`config.mk`:
```
export PLATFORM = sky130hd
export DESIGN_NAME = kb_action_mapper_flat
export DESIGN_NICKNAME = d
export VERILOG_FILES = /design/src/rtl/kb_action_mapper_pkg.sv /design/src/rtl/kb_action_mapper_if.sv /design/src/rtl/kb_action_mapper_channel.sv /design/src/rtl/kb_action_mapper.sv /design/src/flat_wrapper.sv
export SDC_FILE = /design/constraint.sdc
export NUM_CORES = 1
export LEC_CHECK = 0
export BUFFER_PORTS_ARGS = -buffer_cell sky130_fd_sc_hd__buf_2
export CORE_MARGIN = 1.5
export CORE_UTILIZATION = 25
export CTS_BUF_LIST = sky130_fd_sc_hd__clkbuf_8
export DETAILED_ROUTE_END_ITERATION = 7
export REMOVE_ABC_BUFFERS = 1
export SETUP_SLACK_MARGIN = 0.3
export SYNTH_ARGS = -nofsm -noshare
export SYNTH_HDL_FRONTEND = slang
export SYNTH_SLANG_ARGS = --single-unit
```
`constraint.sdc`:
```
create_clock -name Clock -period 2.5 [get_ports Clock]
set_input_delay 0.125 -clock Clock [delete_from_list [all_inputs] [get_ports Clock]]
set_output_delay 0.125 -clock Clock [all_outputs]
set_load 0.005 [all_outputs]
```
`src/rtl/kb_action_mapper_pkg.sv`:
```
// Shared definitions for the keyboard action mapper: channel state encoding,
// PS/2 scan-code constants and a counter-width helper.
package kb_pkg;

    typedef enum logic [1:0] {
        ARM_WAIT = 2'd0,
        IDLE     = 2'd1,
        DEBOUNCE = 2'd2,
        HELD     = 2'd3
    } kb_state_e;

    localparam logic [7:0] KB_SPACE  = 8'h29;
    localparam logic [7:0] KB_ESC    = 8'h76;
    localparam logic [7:0] KB_ENTER  = 8'h5A;
    localparam logic [7:0] KB_1      = 8'h16;
    localparam logic [7:0] KB_RSHIFT = 8'h59;
    localparam logic [7:0] KB_NONE   = 8'h00;

    // Bits needed to hold max_count without wrapping.
    function automatic int unsigned kb_width(input int unsigned max_count);
        return $clog2(max_count) + 32'd1;
    endfunction

    function automatic int unsigned kb_max(input int unsigned a, input int unsigned b);
        return (a > b) ? a : b;
    endfunction

endpackage

```
`src/rtl/kb_action_mapper_if.sv`:
```
// Bus between the keyboard receiver / game FSM (master) and the action mapper (slave).
interface kb_action_mapper_if #(
    parameter int NUM_KEYS = 8
) ();
    logic [7:0]            kbData_i;
    logic [8*NUM_KEYS-1:0] key_codes_i;
    logic [NUM_KEYS-1:0]   enable_i;
    logic [NUM_KEYS-1:0]   toggle_clr_i;
    logic [NUM_KEYS-1:0]   press_o;
    logic [NUM_KEYS-1:0]   release_o;
    logic [NUM_KEYS-1:0]   held_o;
    logic [NUM_KEYS-1:0]   toggle_o;
    logic [NUM_KEYS-1:0]   repeat_p_o;

    modport master (
        output kbData_i, key_codes_i, enable_i, toggle_clr_i,
        input  press_o, release_o, held_o, toggle_o, repeat_p_o
    );

    modport slave (
        input  kbData_i, key_codes_i, enable_i, toggle_clr_i,
        output press_o, release_o, held_o, toggle_o, repeat_p_o
    );
endinterface

```
`src/rtl/kb_action_mapper_channel.sv`:
```
// One action channel: arm/debounce/held FSM with registered pulse, level and toggle outputs.
// Auto-repeat is built only when KB_AUTOREPEAT_EN is defined.
module kb_action_channel
    import kb_pkg::*;
#(
    parameter int DEBOUNCE_CYCLES = 16,
    parameter int REPEAT_DELAY    = 12500000,
    parameter int REPEAT_PERIOD   = 2500000
) (
    input  logic Clock,
    input  logic reset,
    input  logic match_i,
    input  logic enable_i,
    input  logic toggle_clr_i,
    output logic press_o,
    output logic release_o,
    output logic held_o,
    output logic toggle_o,
    output logic repeat_p_o
);

    localparam int CW = kb_width(DEBOUNCE_CYCLES);

    if (DEBOUNCE_CYCLES < 1 || REPEAT_DELAY < 1 || REPEAT_PERIOD < 1) begin : g_bad_param
        $error("kb_action_channel: cycle parameters must be >= 1");
    end

    kb_state_e       state_q, state_d;
    logic [CW-1:0]   cnt_q, cnt_d;
    logic            press_q, press_d;
    logic            release_q, release_d;
    logic            held_q, held_d;
    logic            toggle_q, toggle_d;
    logic            fire_s;

`ifdef KB_AUTOREPEAT_EN
    localparam int RW = kb_width(kb_max(REPEAT_DELAY, REPEAT_PERIOD));
    logic [RW-1:0]   rpt_cnt_q, rpt_cnt_d;
    logic            rpt_first_q, rpt_first_d;
    logic            repeat_q, repeat_d;
`endif

    // State and output registers, cleared by the synchronous reset.
    always_ff @(posedge Clock) begin
        if (!reset) begin
            state_q     <= ARM_WAIT;
            cnt_q       <= '0;
            press_q     <= 1'b0;
            release_q   <= 1'b0;
            held_q      <= 1'b0;
            toggle_q    <= 1'b0;
`ifdef KB_AUTOREPEAT_EN
            rpt_cnt_q   <= '0;
            rpt_first_q <= 1'b0;
            repeat_q    <= 1'b0;
`endif
        end else begin
            state_q     <= state_d;
            cnt_q       <= cnt_d;
            press_q     <= press_d;
            release_q   <= release_d;
            held_q      <= held_d;
            toggle_q    <= toggle_d;
`ifdef KB_AUTOREPEAT_EN
            rpt_cnt_q   <= rpt_cnt_d;
            rpt_first_q <= rpt_first_d;
            repeat_q    <= repeat_d;
`endif
        end
    end

    // Next-state logic; an enable drop outside ARM_WAIT/IDLE re-arms silently.
    always_comb begin
        state_d   = state_q;
        cnt_d     = cnt_q;
        press_d   = 1'b0;
        release_d = 1'b0;
        held_d    = held_q;
        fire_s    = 1'b0;
        case (state_q)
            ARM_WAIT: begin
                cnt_d  = '0;
                held_d = 1'b0;
                if (!match_i && enable_i) begin
                    state_d = IDLE;
                end else begin
                    state_d = ARM_WAIT;
                end
            end
            IDLE: begin
                held_d = 1'b0;
                if (match_i && enable_i) begin
                    state_d = DEBOUNCE;
                    cnt_d   = CW'(1);
                end else begin
                    state_d = IDLE;
                    cnt_d   = '0;
                end
            end
            DEBOUNCE: begin
                held_d = 1'b0;
                if (!enable_i) begin
                    state_d = ARM_WAIT;
                    cnt_d   = '0;
                end else if (!match_i) begin
                    state_d = IDLE;
                    cnt_d   = '0;
                end else if (cnt_q == CW'(DEBOUNCE_CYCLES)) begin
                    state_d = HELD;
                    press_d = 1'b1;
                    held_d  = 1'b1;
                    fire_s  = 1'b1;
                end else if (cnt_q < CW'(DEBOUNCE_CYCLES)) begin
                    cnt_d = cnt_q + CW'(1);
                end else begin
                    cnt_d = cnt_q;
                end
            end
            HELD: begin
                if (!enable_i) begin
                    state_d = ARM_WAIT;
                    held_d  = 1'b0;
                    cnt_d   = '0;
                end else if (!match_i) begin
                    state_d   = IDLE;
                    release_d = 1'b1;
                    held_d    = 1'b0;
                    cnt_d     = '0;
                end else begin
                    held_d = 1'b1;
                end
            end
            default: begin
                state_d = ARM_WAIT;
                cnt_d   = '0;
                held_d  = 1'b0;
            end
        endcase

        if (toggle_clr_i) begin
            toggle_d = 1'b0;
        end else if (fire_s) begin
            toggle_d = ~toggle_q;
        end else begin
            toggle_d = toggle_q;
        end
    end

`ifdef KB_AUTOREPEAT_EN
    // Repeat timer: first pulse REPEAT_DELAY after press, then every REPEAT_PERIOD.
    always_comb begin
        rpt_cnt_d   = rpt_cnt_q;
        rpt_first_d = rpt_first_q;
        repeat_d    = 1'b0;
        if (fire_s) begin
            rpt_cnt_d   = RW'(1);
            rpt_first_d = 1'b0;
        end else if (state_q == HELD && state_d == HELD) begin
            if (!rpt_first_q && rpt_cnt_q == RW'(REPEAT_DELAY)) begin
                repeat_d    = 1'b1;
                rpt_cnt_d   = RW'(1);
                rpt_first_d = 1'b1;
            end else if (rpt_first_q && rpt_cnt_q == RW'(REPEAT_PERIOD)) begin
                repeat_d  = 1'b1;
                rpt_cnt_d = RW'(1);
            end else begin
                rpt_cnt_d = rpt_cnt_q + RW'(1);
            end
        end else begin
            rpt_cnt_d   = '0;
            rpt_first_d = 1'b0;
        end
    end

    assign repeat_p_o = repeat_q;
`else
    assign repeat_p_o = 1'b0;
`endif

    assign press_o   = press_q;
    assign release_o = release_q;
    assign held_o    = held_q;
    assign toggle_o  = toggle_q;

endmodule

```
`src/rtl/kb_action_mapper.sv`:
```
// Maps the held PS/2 scan code onto NUM_KEYS programmable action channels.
// Optional auto-repeat is enabled with the KB_AUTOREPEAT_EN macro.
module kb_action_mapper
    import kb_pkg::*;
#(
    parameter int NUM_KEYS        = 8,
    parameter int DEBOUNCE_CYCLES = 16,
    parameter int REPEAT_DELAY    = 12500000,
    parameter int REPEAT_PERIOD   = 2500000
) (
    input  logic                Clock,
    input  logic                reset,
    kb_action_mapper_if.slave   bus
);

    logic [NUM_KEYS-1:0] press_s;
    logic [NUM_KEYS-1:0] release_s;
    logic [NUM_KEYS-1:0] held_s;
    logic [NUM_KEYS-1:0] toggle_s;
    logic [NUM_KEYS-1:0] repeat_s;

    for (genvar i = 0; i < NUM_KEYS; i++) begin : g_ch
        logic [7:0] code_s;
        logic       match_s;

        // A zero code disables the channel; duplicate codes all match.
        assign code_s  = bus.key_codes_i[8*i +: 8];
        assign match_s = (bus.kbData_i == code_s) && (code_s != KB_NONE);

        kb_action_channel #(
            .DEBOUNCE_CYCLES (DEBOUNCE_CYCLES),
            .REPEAT_DELAY    (REPEAT_DELAY),
            .REPEAT_PERIOD   (REPEAT_PERIOD)
        ) u_channel (
            .Clock        (Clock),
            .reset        (reset),
            .match_i      (match_s),
            .enable_i     (bus.enable_i[i]),
            .toggle_clr_i (bus.toggle_clr_i[i]),
            .press_o      (press_s[i]),
            .release_o    (release_s[i]),
            .held_o       (held_s[i]),
            .toggle_o     (toggle_s[i]),
            .repeat_p_o   (repeat_s[i])
        );
    end

    assign bus.press_o    = press_s;
    assign bus.release_o  = release_s;
    assign bus.held_o     = held_s;
    assign bus.toggle_o   = toggle_s;
    assign bus.repeat_p_o = repeat_s;

endmodule
```
`src/flat_wrapper.sv`:
```
// flat-port wrapper written by rule: the top's interface ports become plain ports
module kb_action_mapper_flat import kb_pkg::*;
#(
    parameter int NUM_KEYS        = 8,
    parameter int DEBOUNCE_CYCLES = 16,
    parameter int REPEAT_DELAY    = 12500000,
    parameter int REPEAT_PERIOD   = 2500000
)
  (Clock, reset, bus_kbData_i, bus_key_codes_i, bus_enable_i, bus_toggle_clr_i, bus_press_o, bus_release_o, bus_held_o, bus_toggle_o, bus_repeat_p_o);
  kb_action_mapper_if #(.NUM_KEYS(NUM_KEYS)) bus_i ();
  input  logic Clock;
  input  logic reset;
  input wire logic [$bits(bus_i.kbData_i)-1:0] bus_kbData_i;
  input wire logic [$bits(bus_i.key_codes_i)-1:0] bus_key_codes_i;
  input wire logic [$bits(bus_i.enable_i)-1:0] bus_enable_i;
  input wire logic [$bits(bus_i.toggle_clr_i)-1:0] bus_toggle_clr_i;
  output wire logic [$bits(bus_i.press_o)-1:0] bus_press_o;
  output wire logic [$bits(bus_i.release_o)-1:0] bus_release_o;
  output wire logic [$bits(bus_i.held_o)-1:0] bus_held_o;
  output wire logic [$bits(bus_i.toggle_o)-1:0] bus_toggle_o;
  output wire logic [$bits(bus_i.repeat_p_o)-1:0] bus_repeat_p_o;
  assign bus_i.kbData_i = bus_kbData_i;
  assign bus_i.key_codes_i = bus_key_codes_i;
  assign bus_i.enable_i = bus_enable_i;
  assign bus_i.toggle_clr_i = bus_toggle_clr_i;
  assign bus_press_o = bus_i.press_o;
  assign bus_release_o = bus_i.release_o;
  assign bus_held_o = bus_i.held_o;
  assign bus_toggle_o = bus_i.toggle_o;
  assign bus_repeat_p_o = bus_i.repeat_p_o;
  kb_action_mapper #(.NUM_KEYS(NUM_KEYS), .DEBOUNCE_CYCLES(DEBOUNCE_CYCLES), .REPEAT_DELAY(REPEAT_DELAY), .REPEAT_PERIOD(REPEAT_PERIOD)) u_core (.Clock(Clock), .reset(reset), .bus(bus_i));
endmodule
```
==> impl_metrics.py <==
metrics = {
    "min_path": {
        "hp-class": "in -> reg",
        "whs_path_depth": 3,
        "min_to": "u_core.g_ch[0].u_channel.release_o",
        "hp-start": "bus_enable_i[0]",
    },
    "sta": {
        "finalSetupViolations": 0,
        "skew_ns": 0.0132,
        "whs_ns": 0.0521,
        "post-route-min-period_ns": 2.04,
        "slew_violations": 0,
        "tightest_slew_ns": 0.577,
        "slew_headroom_pct": 61.5,
        "hold_viol": 0,
        "rsz0062_at_grt": "false",
        "period_share_pct": 81.6,
        "fmax_mhz": 490,
        "fin_setup_tns_ns": 0,
    },
    "routing": {
        "drt_wl_total_mm": 16.4,
        "drtAntennaViolNets": 0,
        "via_count": 5367,
        "routedWlPerCell_um": 14.3,
        "vias_per_cell": 4.70,
        "drc": 0,
        "drt_first_pass_iters": 5,
        "drt_iter0_markers": 269,
    },
    "setup_path": {
        "rr_startpoint": "u_core.g_ch[0].u_channel.state_q[0]",
        "r2r_setup_slack_ns": 0.46,
        "r2r.worst_path.cells": 6,
        "cp.required_ns": 2.80,
        "crit_arrival_ns": 2.34,
        "cp_max_fo": 6,
        "critPathLaunchType": "flip-flop",
        "startpoint": "u_core.g_ch[0].u_channel.state_q[0]",
        "reg2reg_to": "u_core.g_ch[0].u_channel.toggle_o",
        "end_kind": "flip-flop",
        "worstSetupPathType": "reg -> reg",
    },
    "synth": {
        "ys_ff_latch": 88,
        "synthTopCellsByArea": "dfxtp_1 29%, ha_1 10%, xnor2_1 5.3%",
        "async_reset_ff_share_pct": 0,
        "synth-xor-area-share_pct": 9.21,
        "avgSynthCellArea_um2": 8.16,
        "yosys.area.top_type": "dfxtp_1",
        "yosys_warnings": 0,
        "synth-seq-area-share_pct": 29.5,
        "yosysUniqueCellTypes": 68,
        "syn-instance-count": 732,
        "synth_compound_area_share_pct": 16.6,
        "synth_top_family_by_area": "simple AND/OR/NAND/NOR gates",
        "syn_area_um2": 5980,
        "synthAdderAreaFrac_pct": 10.1,
        "yosys.area_share.simple_pct": 23.3,
        "synth_ff_type": "dfxtp_1",
        "synthMuxAreaShare_pct": 0.691,
        "synth_top_area_share_pct": 29.5,
        "synth-edff-count": 0,
    },
    "clock_network": {
        "numCtsBuffers": 9,
        "clockBufferDepth": 2,
        "clock_latency_ns": 0.38,
        "cts_root_buf": "clkbuf_8",
        "clock-sinks": 88,
        "path_clk_slew_ns": 0.09,
        "cts_tree": "done",
        "htreeDepth": 3,
    },
    "place": {
        "portBuffers": 121,
        "hpwl_mm": 12.5,
        "place.gp.congestion": 0.898,
        "dpl.cell_count": 1117,
    },
    "status": {
        "status": "finished, final reports clean",
    },
    "floorplan": {
        "die_y_um": 158,
        "start_util_pct": 25.5,
        "rows": 56,
        "io_pins": 130,
        "dieWidth_um": 158,
        "die_area_um2": 24800,
        "core-area_um2": 23500,
    },
    "global_route": {
        "grt_pass1_vias": 4988,
        "grtUsageTotal_pct": 13.4,
        "gr-total-overflow": 0,
        "grt_start_max_net_pins": 19,
        "grt_first_pass_wirelength_mm": 25.3,
        "antenna_found_initial": 0,
    },
    "cells_and_area": {
        "n_antenna_cell": 0,
        "syn2layout_area_growth_pct": 16.2,
        "mostFrequentLayoutCell": "buf_2",
        "instances_no_fill": 1143,
        "finalCoreUtilization_pct": 29.6,
        "final_cell_mix": "121 x buf_2, 88 x dfxtp_1, 72 x nor2_1",
        "drive_gt1_share_pct": 18.8,
        "nets": 958,
    },
    "run": {
        "drv_cap": 0,
    },
    "power_and_ir_drop": {
        "power.density_nw_per_um2": 438,
        "peakVddDrop_mv": 0.219,
        "p_total_uw": 3040,
        "p_leak_uw": 0.00264,
    },
}
-- power breakdown --
| part | switching (uW) | internal, uW | total, uW |
|---|---|---|---|
| Sequential | 9.09 | 1410 | 1420 |
| Clock | 573 | 657 | 1230 |
| Combinational | 220 | 174 | 394 |
-- per-layer routing --
layer / share of wire, % / GRT usage, % / vias to the layer above
met5: 0 / 0 / -
li1: - / - / 2709
met1: 45 / 16.3 / 2496
met3: 4.8 / 2.60 / 28
met2: 47 / 22.5 / 134
met4: 2.7 / 6.29 / 0
-- kinds of logic after synthesis --
family,after synthesis
XOR/XNOR,62
AND/OR/NAND/NOR,252
buffers and inverters,120
multiplexers,4
other,1
adder cells (fa/ha/maj),48
flip-flops,88
AO/OA/AOI/OAI,157
-- through the flow --
stage / area [um2] / setup slack (ns)
finish: 6940 / 0.460
global route: 6940 / 0.331
CTS: 6940 / 0.408
detailed placement: 6600 / 0.457
global placement: 6600 / 0.471
floorplan: 5570 / 0.562
-- synthesized netlist by cell type (3+ instances only) --
cell,count
and3_1,8
xnor2_1,36
nor2_1,72
a211oi_1,14
xor2_1,25
ha_1,48
o22ai_1,6
nor3b_1,15
a21oi_1,54
nor3_1,11
nand3b_1,3
clkbuf_1,16
or4_1,8
buf_2,3
a21o_1,5
mux2i_1,3
buf_4,41
buf_6,4
nor2b_1,16
nand4_1,23
a2111oi_0,4
dfxtp_1,88
o21ai_0,36
nand3_1,24
o21a_1,6
nand2_1,30
inv_1,55
o31ai_1,4
nand4bb_1,3
nor4_1,16
-- flip-flops by register name, summed over array words and instances (netlist names) --
name,count
u_core.g_ch.u_channel.release_o,8
u_core.g_ch.u_channel.cnt_q,40
u_core.g_ch.u_channel.press_o,8
u_core.g_ch.u_channel.toggle_o,8
u_core.g_ch.u_channel.held_o,8
u_core.g_ch.u_channel.state_q,16
-- critical path, cell delays in order (launching register included) --
cell and delay [ns]:
dfxtp_1 0.34, inv_1 0.10, ha_2 0.23, nand2_1 0.08
or4b_1 0.56, or4_1 0.42, a211oi_1 0.23
-- repair_timing --
item / CTS / global route
endpoints found under the hold margin: 11 / 0
hold buffers: 11 / 0
setup endpoints to repair: 0 / 1
resized for setup: 0 / 1
setup buffers: 0 / 0
-- final cells by class --
cell class	instances	area, um2
inverters	55	206
repair buffers	135	738
well taps	319	399
flip-flops and latches	88	1760
clock inverters	6	110
multi-input cells	531	3600
fillers	2537	16500
clock buffers	9	124
-- worst max path at each step --
stage / end / cells after the start
2_1_floorplan: u_core.g_ch[0].u_channel.toggle_o / 6
3_3_place_gp: u_core.g_ch[0].u_channel.toggle_o / 6
3_5_place_dp: u_core.g_ch[0].u_channel.toggle_o / 6
4_1_cts: u_core.g_ch[0].u_channel.toggle_o / 6
5_1_grt: u_core.g_ch[0].u_channel.toggle_o / 6
6_report: u_core.g_ch[0].u_channel.toggle_o / 6
No activity file was read; power rests on OpenSTA's default activity.
